$ cat src/rtl/rand_server_pkg.sv
// Shared types and constants for the bounded random-number server.
// Holds the FSM encoding, datapath widths, LFSR tap positions and the mask helper.
package rand_server_pkg;

    typedef enum logic [1:0] {
        IDLE = 2'd0,
        DRAW = 2'd1,
        DONE = 2'd2
    } state_t;

    localparam int LFSR_W = 16;
    localparam int OUT_W  = 8;

    localparam int TAP_A = 15;
    localparam int TAP_B = 12;
    localparam int TAP_C = 3;
    localparam int TAP_D = 0;

    // Smallest all-ones value covering lim_eff-1, so masked candidates waste at most half the range.
    function automatic logic [OUT_W-1:0] mask_for(input logic [OUT_W-1:0] lim_eff);
        logic [OUT_W-1:0] need;
        logic [OUT_W-1:0] m;
        need = lim_eff - 1'b1;
        m    = '0;
        for (int i = 0; i < OUT_W; i++) begin
            if (m < need) m = {m[OUT_W-2:0], 1'b1};
        end
        return m;
    endfunction

endpackage

$ cat src/rtl/rand_lfsr16.sv
// 16-bit Fibonacci LFSR, advances one step per cycle while step is high; no backpressure.
// A zero seed is replaced by 1 so the register can never lock up.
module rand_lfsr16
    import rand_server_pkg::*;
#(
    parameter logic [LFSR_W-1:0] SEED = 16'hAAAA
) (
    input  logic              clk,
    input  logic              reset,
    input  logic              step,
    output logic [LFSR_W-1:0] lfsr
);

    localparam logic [LFSR_W-1:0] INIT = (SEED == '0) ? LFSR_W'(1) : SEED;

    logic [LFSR_W-1:0] lfsr_q, lfsr_d;
    logic              fb;

    always_comb begin
        fb     = lfsr_q[TAP_A] ^ lfsr_q[TAP_B] ^ lfsr_q[TAP_C] ^ lfsr_q[TAP_D];
        lfsr_d = step ? {lfsr_q[LFSR_W-2:0], fb} : lfsr_q;
    end

    always_ff @(posedge clk) begin
        if (reset) lfsr_q <= INIT;
        else       lfsr_q <= lfsr_d;
    end

    assign lfsr = lfsr_q;

endmodule

$ cat src/rtl/rand_server.sv
// Round-robin server of bounded random draws; ack 2..MAX_TRY+1 cycles after grant, req held until ack.
// RAND_SERVER_FREERUN_EN: LFSR steps every cycle instead of only while drawing.
module rand_server
    import rand_server_pkg::*;
#(
    parameter int                N_REQ   = 4,
    parameter logic [LFSR_W-1:0] SEED    = 16'hAAAA,
    parameter int                MAX_TRY = 8
) (
    input  logic                   clk,
    input  logic                   reset,
    input  logic [N_REQ-1:0]       req,
    input  logic [OUT_W*N_REQ-1:0] lim,
    output logic [N_REQ-1:0]       ack,
    output logic [OUT_W-1:0]       rnd_data,
    output logic                   busy
);

    localparam int IDX_W = (N_REQ > 1) ? $clog2(N_REQ) : 1;
    localparam int TRY_W = 4;

    state_t            state_q, state_d;
    logic [IDX_W-1:0]  ptr_q, ptr_d, grant_q, grant_d, grant_c;
    logic [OUT_W-1:0]  lim_q, lim_d, mask_q, mask_d, rnd_q, rnd_d;
    logic [TRY_W-1:0]  try_q, try_d;
    logic [OUT_W-1:0]  lim_sel, lim_eff_c, cand;
    logic              found, accept, fallback, lfsr_step;
    logic [LFSR_W-1:0] lfsr;
    logic              lfsr_hi_unused;

`ifdef RAND_SERVER_FREERUN_EN
    assign lfsr_step = 1'b1;
`else
    assign lfsr_step = (state_q == DRAW);
`endif

    rand_lfsr16 #(.SEED(SEED)) u_lfsr (
        .clk   (clk),
        .reset (reset),
        .step  (lfsr_step),
        .lfsr  (lfsr)
    );

    assign lfsr_hi_unused = ^lfsr[LFSR_W-1:OUT_W];

    // First requester at or after ptr, wrapping.
    always_comb begin
        int idx;
        idx     = 0;
        found   = 1'b0;
        grant_c = ptr_q;
        for (int k = 0; k < N_REQ; k++) begin
            idx = int'(ptr_q) + k;
            if (idx >= N_REQ) idx = idx - N_REQ;
            if (!found && req[IDX_W'(idx)]) begin
                found   = 1'b1;
                grant_c = IDX_W'(idx);
            end
        end
    end

    always_comb begin
        lim_sel   = lim[{grant_c, 3'b000} +: OUT_W];
        lim_eff_c = (lim_sel == '0) ? OUT_W'(1) : lim_sel;
        cand      = lfsr[OUT_W-1:0] & mask_q;
        accept    = (cand < lim_q);
        fallback  = !accept && (try_q == TRY_W'(MAX_TRY - 1));
    end

    always_ff @(posedge clk) begin
        if (reset) begin
            state_q <= IDLE;
            ptr_q   <= '0;
            grant_q <= '0;
            lim_q   <= OUT_W'(1);
            mask_q  <= '0;
            try_q   <= '0;
            rnd_q   <= '0;
        end else begin
            state_q <= state_d;
            ptr_q   <= ptr_d;
            grant_q <= grant_d;
            lim_q   <= lim_d;
            mask_q  <= mask_d;
            try_q   <= try_d;
            rnd_q   <= rnd_d;
        end
    end

    always_comb begin
        state_d = state_q;
        case (state_q)
            IDLE:    if (found) state_d = DRAW;
            DRAW:    if (accept || fallback) state_d = DONE;
            DONE:    state_d = IDLE;
            default: state_d = IDLE;
        endcase
    end

    // Grant-time values are frozen so later req/lim changes cannot disturb the draw.
    always_comb begin
        ptr_d   = ptr_q;
        grant_d = grant_q;
        lim_d   = lim_q;
        mask_d  = mask_q;
        try_d   = try_q;
        rnd_d   = rnd_q;
        case (state_q)
            IDLE: begin
                if (found) begin
                    grant_d = grant_c;
                    lim_d   = lim_eff_c;
                    mask_d  = mask_for(lim_eff_c);
                    try_d   = '0;
                end
            end
            DRAW: begin
                if (accept)        rnd_d = cand;
                else if (fallback) rnd_d = {1'b0, cand[OUT_W-1:1]};
                else               try_d = try_q + 1'b1;
            end
            DONE: begin
                ptr_d = (grant_q == IDX_W'(N_REQ - 1)) ? '0 : grant_q + 1'b1;
            end
            default: ;
        endcase
    end

    always_comb begin
        ack  = '0;
        busy = (state_q != IDLE);
        if (state_q == DONE) ack[grant_q] = 1'b1;
    end

    assign rnd_data = rnd_q;

endmodule

$ cat config.mk
export PLATFORM = sky130hd
export DESIGN_NAME = rand_server
export DESIGN_NICKNAME = d
export VERILOG_FILES = /design/src/rtl/rand_server_pkg.sv /design/src/rtl/rand_lfsr16.sv /design/src/rtl/rand_server.sv
export SDC_FILE = /design/constraint.sdc
export NUM_CORES = 1
export LEC_CHECK = 0
export CORE_ASPECT_RATIO = 0.75
export CORE_UTILIZATION = 51
export CTS_CLUSTER_SIZE = 8
export DETAILED_ROUTE_END_ITERATION = 7
export PLACE_DENSITY = 0.77
export SLEW_MARGIN = 20
export SYNTH_ARGS = -nofsm -noshare
export SYNTH_HDL_FRONTEND = slang
export SYNTH_SLANG_ARGS = --single-unit
$ cat constraint.sdc
create_clock -name clk -period 13.01 [get_ports clk]
set_input_delay 2.602 -clock clk [delete_from_list [all_inputs] [get_ports clk]]
set_output_delay 2.602 -clock clk [all_outputs]
set_load 0.005 [all_outputs]
After elaboration in Yosys (flattened, before gate mapping)
Index checks and enable logic that the tools add are counted.
{ "totals": {"regBits": 50, "latchBits": 0, "ramBits": 0, "mem_bits_ro": 0, "inputBits": 38, "word_cells": 129, "n_memories": 0} }
{ "classes": {"n_addsub": 10, "n_mul": 0, "div_mod_pow": 0, "n_lt_le_gt_ge": 19, "eq_ne": 8, "n_shift": 1, "muxes": 60, "bitwise": 4, "n_reduce_logical": 19} }
{ "ops": {"columns": ["cell", "n"], "rows": [
  ["8-bit two-way mux", 24],
  ["8-bit < comparator", 8],
  ["32-bit by 6-bit indexed part select with 8-bit output", 1],
  ["2-bit two-way mux", 11],
  ["2-bit by 4-bit < comparator with 1-bit output, second input constant", 4],
  ["4-bit two-way mux", 4],
  ["1-bit two-way mux", 14],
  ["3-bit >= comparator, second input constant", 3],
  ["8-bit bitwise AND", 1],
  ["1-bit binary-select mux with 2-bit select", 4],
  ["8-bit zero test", 1],
  ["1-bit by 8-bit < comparator with 1-bit output, first input constant", 1],
  ["2-bit != test, second input constant", 4],
  ["4-bit one-hot mux with 2 select lines", 1],
  ["2-bit by 1-bit subtractor with 2-bit output, second input constant", 4],
  ["8-bit by 1-bit subtractor with 8-bit output, second input constant", 1],
  ["2-bit by 2-bit adder with 3-bit output, second input constant", 2],
  ["2-bit AND reduction", 3],
  ["2-bit nonzero test", 3],
  ["1-bit logical AND", 5],
  ["4-bit by 1-bit adder with 4-bit output, second input constant", 1],
  ["2-bit equality test, second input constant", 2],
  ["4-bit by 3-bit equality test with 1-bit output, second input constant", 1],
  ["1-bit zero test", 4],
  ["12 further kinds", 14]
]} }

Longest topological paths before layout
{ "logic_depth": {"ltp_word": 49, "ltp_mapped": 61, "depth_no_buf": 60} }

By module
A second synthesis with hierarchy kept.
{ "unflattened": {"cells_unflattened": 495, "hier_area_um2": 4116.4} }
{ "modules_own_cells": {"columns": ["module", "instances", "cells_per_inst", "area_per_inst_um2"], "rows": [
  ["rand_server", 1, 440, 3494.6],
  ["rand_lfsr16", 1, 55, 621.8]
]} }

Worst setup path before layout
OpenSTA, ideal clock, no wires.
{ "synth_timing": {"path_kind": "input port to flip-flop", "from": "in req[3]", "to": "reg mask_q[1]", "arrival_time_ns": 13.165, "required_time_ns": 12.940, "slack_ns": -0.225, "path_stages": 58, "path_cell_list": "nor2b_1 a2111o_1 nand2_1 a211oi_1 or2_2 a41oi_2 ha_1 inv_1 a221oi_1 xnor2_1 inv_1 o2111ai_1 or2_2 ha_1 nor2_1 nor2_1 nor2_1 or2_1 (+22 left out) nor2b_1 o21ai_0 nand2b_1 a21oi_1 o21ai_2 o21ai_4 xnor2_1 a221o_1 ha_1 a21oi_1 nor2b_1 o21ai_0 nand2b_1 a21oi_1 a32o_1 or2_2 a211o_1 a21oi_1"} }
{ "synth_between": {"elab_chain_len": 47, "elab_cells_between_ends": 61, "classes_between": "add/sub: 1; order compare: 8; shift: 1; mux: 43; reduce/logical: 8"} }
{ "synth_lines": {"columns": ["item", "line_no", "text"], "rows": [
  ["from (decl)", "rand_server.sv:12", "input logic [N_REQ-1:0] req,"],
  ["1-bit binary-select mux with 2-bit select", "rand_server.sv:55", "if (!found && req[IDX_W'(idx)]) begin"],
  ["1-bit two-way mux (not written as such) (2 in series)", "rand_server.sv:55", null],
  ["1-bit two-way mux", "rand_server.sv:55", null],
  ["1-bit zero test", "rand_server.sv:55", null],
  ["1-bit logical AND", "rand_server.sv:55", null],
  ["1-bit two-way mux", "rand_server.sv:55", null],
  ["1-bit zero test", "rand_server.sv:55", null],
  ["1-bit logical AND", "rand_server.sv:55", null],
  ["(+30 left out)", null, null],
  ["8-bit two-way mux", "rand_server.sv:110", "if (found) begin"],
  ["8-bit two-way mux", "rand_server.sv:108", "case (state_q)"],
  ["8-bit < comparator", "rand_server_pkg.sv:26", "if (m < need) m = {m[OUT_W-2:0], 1'b1};"],
  ["8-bit two-way mux", "rand_server_pkg.sv:26", null],
  ["8-bit two-way mux", "rand_server.sv:110", null],
  ["8-bit two-way mux", "rand_server.sv:108", null],
  ["8-bit < comparator", "rand_server_pkg.sv:26", null],
  ["8-bit two-way mux", "rand_server_pkg.sv:26", null],
  ["to (signal assigned)", "rand_server.sv:84", "mask_q <= mask_d;"],
  ["to (decl)", "rand_server.sv:24", "logic [OUT_W-1:0] lim_q, lim_d, mask_q, mask_d, rnd_q, rnd_d;"]
]} }
Parallel ways exist; a longest one is shown, timed or not. The select of a mux whose other input is x is not followed.
A chain may end at the register's enable or synchronous reset.

Final worst setup path
{ "layout_timing": {"from": "in req[0]", "to": "reg mask_q[2]"} }
Same word-level chain as after synthesis.

==> results.py <==
metrics = {
    "hold_path": {
        "timing.hold.worst.class": "reg2reg",
        "timing.hold.worst_path_depth": 2,
        "min-delay-start": "u_lfsr.lfsr[11]",
        "hold_path_end": "u_lfsr.lfsr[12]",
    },
    "layout": {
        "syn2layout_area_growth_pct": 50.4,
        "register_area_um2": 1000,
        "post_route_cells_drive_above_1_share_pct": 33.1,
        "antenna_cells": 0,
        "fillerInstances": 457,
        "num-nets-final": 754,
        "instances_no_fill": 783,
        "fin_area_um2": 6000,
        "multi_input_combinational_cell_area_um2": 3220,
    },
    "setup_path": {
        "cpPeakStageDelay_ns": 0.48,
        "critical_path.slowest_cell": "sky130_fd_sc_hd__a2111o_1",
        "crit_required_ns": 13.21,
        "path_class": "in2reg",
        "arrival_time_reported_for_the_critical_path_endpoint_ns": 13.25,
        "rr_startpoint": "ptr_q[1]",
        "cpMostUsedCell": "sky130_fd_sc_hd__buf_4",
        "worstSetupStartpointType": "input port",
        "rrSetupSlack_ns": 1.70,
        "crit_fanout": 6,
        "reg2reg_to": "mask_q[2]",
        "worstSetupEndpointType": "flip-flop",
        "r2r_cells": 63,
        "critPathLaunch": "req[0]",
    },
    "clocking": {
        "cts_tree": "done",
        "cts-buffers-inserted": 5,
        "numClockSinks": 50,
        "path_clk_slew_ns": 0.10,
        "h-tree-depth": 2,
        "worst_skew_pair.late_latency_ns": 0.31,
        "ctsRootBufferMaster": "sky130_fd_sc_hd__clkbuf_8",
        "cts-root-to-sink-buffers": 2,
    },
    "routing": {
        "drc": 0,
        "drt_first_pass_iters": 5,
        "drt-initial-drc-count": 426,
        "total_detailed_routing_wirelength_um": 13300,
        "route.vias.total": 4634,
        "drtAntennaViolNets": 0,
        "routed_via_density": 5.92,
        "wl_per_cell_um": 16.9,
    },
    "global_route": {
        "global_route.overflow_total": 0,
        "grt_max_degree": 53,
        "groute.usage.overall_pct": 28.3,
        "grt_first_pass_wirelength_um": 19200,
        "first_global_vias": 4142,
        "antenna_found_initial": 0,
    },
    "logic_synthesis": {
        "synth_seq_area_share_pct": 25.1,
        "synthFlopType": "sky130_fd_sc_hd__dfxtp_1",
        "syn-cell-area_um2": 3990,
        "netlist_instances": 525,
        "asyncSetResetFlopFracSynth_pct": 0,
        "yosys_register_bits": 50,
        "synth_largest_area_cell": "sky130_fd_sc_hd__dfxtp_1",
        "top_area_cell_type_share_of_the_netlist_area_pct": 25.1,
        "synth.yosys.warnings": 0,
        "netlist_top_cells_area": "sky130_fd_sc_hd__dfxtp_1, sky130_fd_sc_hd__ha_1, sky130_fd_sc_hd__a21oi_1",
        "postSynthNetCount": 598,
        "synth_cell_type_count": 67,
        "synthesis.area_per_instance_um2": 7.60,
        "synth_enable_flop_cells": 0,
    },
    "placed_design": {
        "port_buffers": 50,
        "routabilityCongestion": 0.901,
        "pre_cts_slack_ns": -0.854,
        "dpl-instance-area_um2": 5220,
        "placed_cells_incl_taps": 737,
        "detailed_place_hpwl_um": 8360,
    },
    "status": {
        "violations": "negative setup slack",
        "run_status": "finished, violations left",
    },
    "die": {
        "initial_utilization_pct": 53.5,
        "die_h_um": 78.6,
        "overall_die_area_um2": 8190,
        "dieWidth_um": 104,
        "floorplan.rows": 27,
        "design.portCount": 51,
        "core_area_um2": 7470,
    },
    "sta": {
        "rsz0062_at_grt": "yes",
        "max_slew_violation_total_from_the_final_report": 0,
        "fin_crit_sh_pct": 100,
        "fin_worst_skew_ns": 0.00734,
        "finalWorstPathRequiredPeriod_ns": 13.05,
        "achievable-frequency_mhz": 76.6,
        "max-slew-margin-rel_pct": 29.6,
        "worst-slew-pin-transition_ns": 1.06,
        "hold_slack_ns": 0.462,
        "report.final.hold_viol_count": 0,
        "timing.final.setup_violations": 6,
        "post-route-worst-setup-slack_ns": -0.0415,
    },
    "power": {
        "vdd_ir_drop_max_mv": 0.0936,
        "pwr_density_cell_nw_per_um2": 209,
        "total_leakage_power_uw": 0.00247,
    },
    "flow_run": {
        "maxCapViolCount": 0,
    },
}
## synth_stat cells (3+ instances only)
library cell               number
sky130_fd_sc_hd__o21ai_0       15
sky130_fd_sc_hd__a211oi_1      13
sky130_fd_sc_hd__nand3_1       17
sky130_fd_sc_hd__o22ai_1        3
sky130_fd_sc_hd__nor2_1        48
sky130_fd_sc_hd__dfxtp_1       50
sky130_fd_sc_hd__o211ai_1       4
sky130_fd_sc_hd__a221o_1        3
sky130_fd_sc_hd__nand3_2        3
sky130_fd_sc_hd__clkbuf_1      15
sky130_fd_sc_hd__nor2b_1       12
sky130_fd_sc_hd__a21oi_1       49
sky130_fd_sc_hd__nand2b_1       7
sky130_fd_sc_hd__a211o_1        5
sky130_fd_sc_hd__ha_1          35
sky130_fd_sc_hd__and2_1        14
sky130_fd_sc_hd__or3_1          3
sky130_fd_sc_hd__inv_1         30
sky130_fd_sc_hd__nand2_1       64
sky130_fd_sc_hd__nor3_1        20
sky130_fd_sc_hd__xnor2_1        6
sky130_fd_sc_hd__or2_2          4
sky130_fd_sc_hd__mux2i_1       11
sky130_fd_sc_hd__nand3b_1       8
sky130_fd_sc_hd__o21a_1         7
sky130_fd_sc_hd__nand4_1        4
sky130_fd_sc_hd__xor2_1         3
sky130_fd_sc_hd__and3_1         6
sky130_fd_sc_hd__nor3b_1        5
sky130_fd_sc_hd__a21o_1         4
sky130_fd_sc_hd__o21ai_1       10
## cells in the final DEF, fill, tap and decap left out, types with 4 or more instances in the layout
master,Yosys,final
sky130_fd_sc_hd__dfxtp_1,50,50
sky130_fd_sc_hd__buf_4,1,112
sky130_fd_sc_hd__nor2_1,48,44
sky130_fd_sc_hd__nand2_1,64,63
sky130_fd_sc_hd__o21ai_1,10,11
sky130_fd_sc_hd__nand3_2,3,8
sky130_fd_sc_hd__o21ai_0,15,5
sky130_fd_sc_hd__nand3_1,17,12
sky130_fd_sc_hd__o21ai_2,2,10
sky130_fd_sc_hd__a21o_1,4,4
sky130_fd_sc_hd__clkbuf_8,0,5
sky130_fd_sc_hd__clkdlybuf4s50_1,0,46
sky130_fd_sc_hd__mux2i_1,11,8
sky130_fd_sc_hd__a211oi_1,13,9
sky130_fd_sc_hd__a21oi_2,2,15
sky130_fd_sc_hd__nand4_1,4,4
sky130_fd_sc_hd__mux2i_2,2,4
sky130_fd_sc_hd__buf_6,0,6
sky130_fd_sc_hd__o21a_1,7,6
sky130_fd_sc_hd__and2_1,14,13
sky130_fd_sc_hd__o211ai_1,4,4
sky130_fd_sc_hd__and3_1,6,4
sky130_fd_sc_hd__nor3_1,20,18
sky130_fd_sc_hd__nor2b_1,12,8
sky130_fd_sc_hd__nor3b_1,5,4
sky130_fd_sc_hd__xnor2_1,6,5
sky130_fd_sc_hd__a21oi_1,49,33
sky130_fd_sc_hd__inv_1,30,27
sky130_fd_sc_hd__ha_1,35,29
sky130_fd_sc_hd__nand2b_1,7,7
sky130_fd_sc_hd__a211o_1,5,5
sky130_fd_sc_hd__nand3b_1,8,8
## registers in the layout, summed over array words and instances, names as in the netlist
name and count:
u_lfsr.lfsr 16, lim_q 8, mask_q 8, rnd_data 8, try_q 4, grant_q 2
ptr_q 2, state_q 2
## critical path: cells and delay by family
kind / cells / cell delay [ns]
buffers and inverters: 14 / 1.72
adder cells (fa/ha/maj): 7 / 1.76
multiplexers: 1 / 0.19
AO/OA/AOI/OAI: 23 / 4.11
AND/OR/NAND/NOR: 18 / 2.67
XOR/XNOR: 1 / 0.14
## per-layer routing
metal,global-route usage (%),vias to the layer above,part of all wire [%]
met2,50.1,201,49
met5,0,-,0
li1,-,2182,-
met1,37.0,2225,44
met4,5.14,0,1.7
met3,3.99,26,6.2
## timing repair
action | in CTS | in global routing
hold buffers | 0 | 0
pin swaps | 25 | 62
gates resized for setup | 32 | 81
endpoints found under the hold margin | 0 | 0
endpoints found under the setup margin | 8 | 8
setup buffers | 12 | 24
cloned | 0 | 2
## how the worst max path moves through the flow
| stage | cells past startpoint | to | slack [ns] |
|---|---|---|---|
| after floorplan | 59 | mask_q[1] | 0.03 |
| after global placement | 61 | mask_q[6] | -0.42 |
| after detailed placement | 62 | mask_q[6] | -0.85 |
| after CTS | 63 | mask_q[1] | 0.02 |
| after global routing | 62 | mask_q[1] | -0.52 |
| final | 64 | mask_q[2] | -0.04 |
## area by class of cell
cell class	count	share of cell area, %
multi-input combinational	424	53.6
timing repair buffer	169	23.8
sequential	50	16.7
tap	101	2.10
inverter	31	1.98
clock buffer	5	1.15
clock inverter	3	0.729
## where the power goes
part	internal, uW	switching (uW)
sequential	211	40.9
combinational	426	466
clock	57.7	53.1
## logic make-up (layout without fill, tap and decap cells)
group / after synthesis / after routing / share of synthesized area (%)
xor gates and xnor gates: 9 / 9 / 1.98
AOI/OAI and AO/OA: 143 / 143 / 25.3
adders and majority gates: 35 / 35 / 11.0
muxes: 13 / 13 / 3.45
DFF: 50 / 50 / 25.1
and+or+nand+nor: 224 / 224 / 28.3
buffers and inverters: 51 / 208 / 4.95
## metrics by stage
stage | setup TNS (ns) | util [%] | total power (uW)
after floorplan | 0 | - | 724
after detailed placement | -6.17 | 70.0 | 979
final | -0.128 | 80.4 | 1250
after CTS | 0 | 74.4 | 1130
after global placement | -2.64 | 70.0 | 949
after global routing | -3.54 | 80.4 | 1340
(Power assumes the default switching activity.)
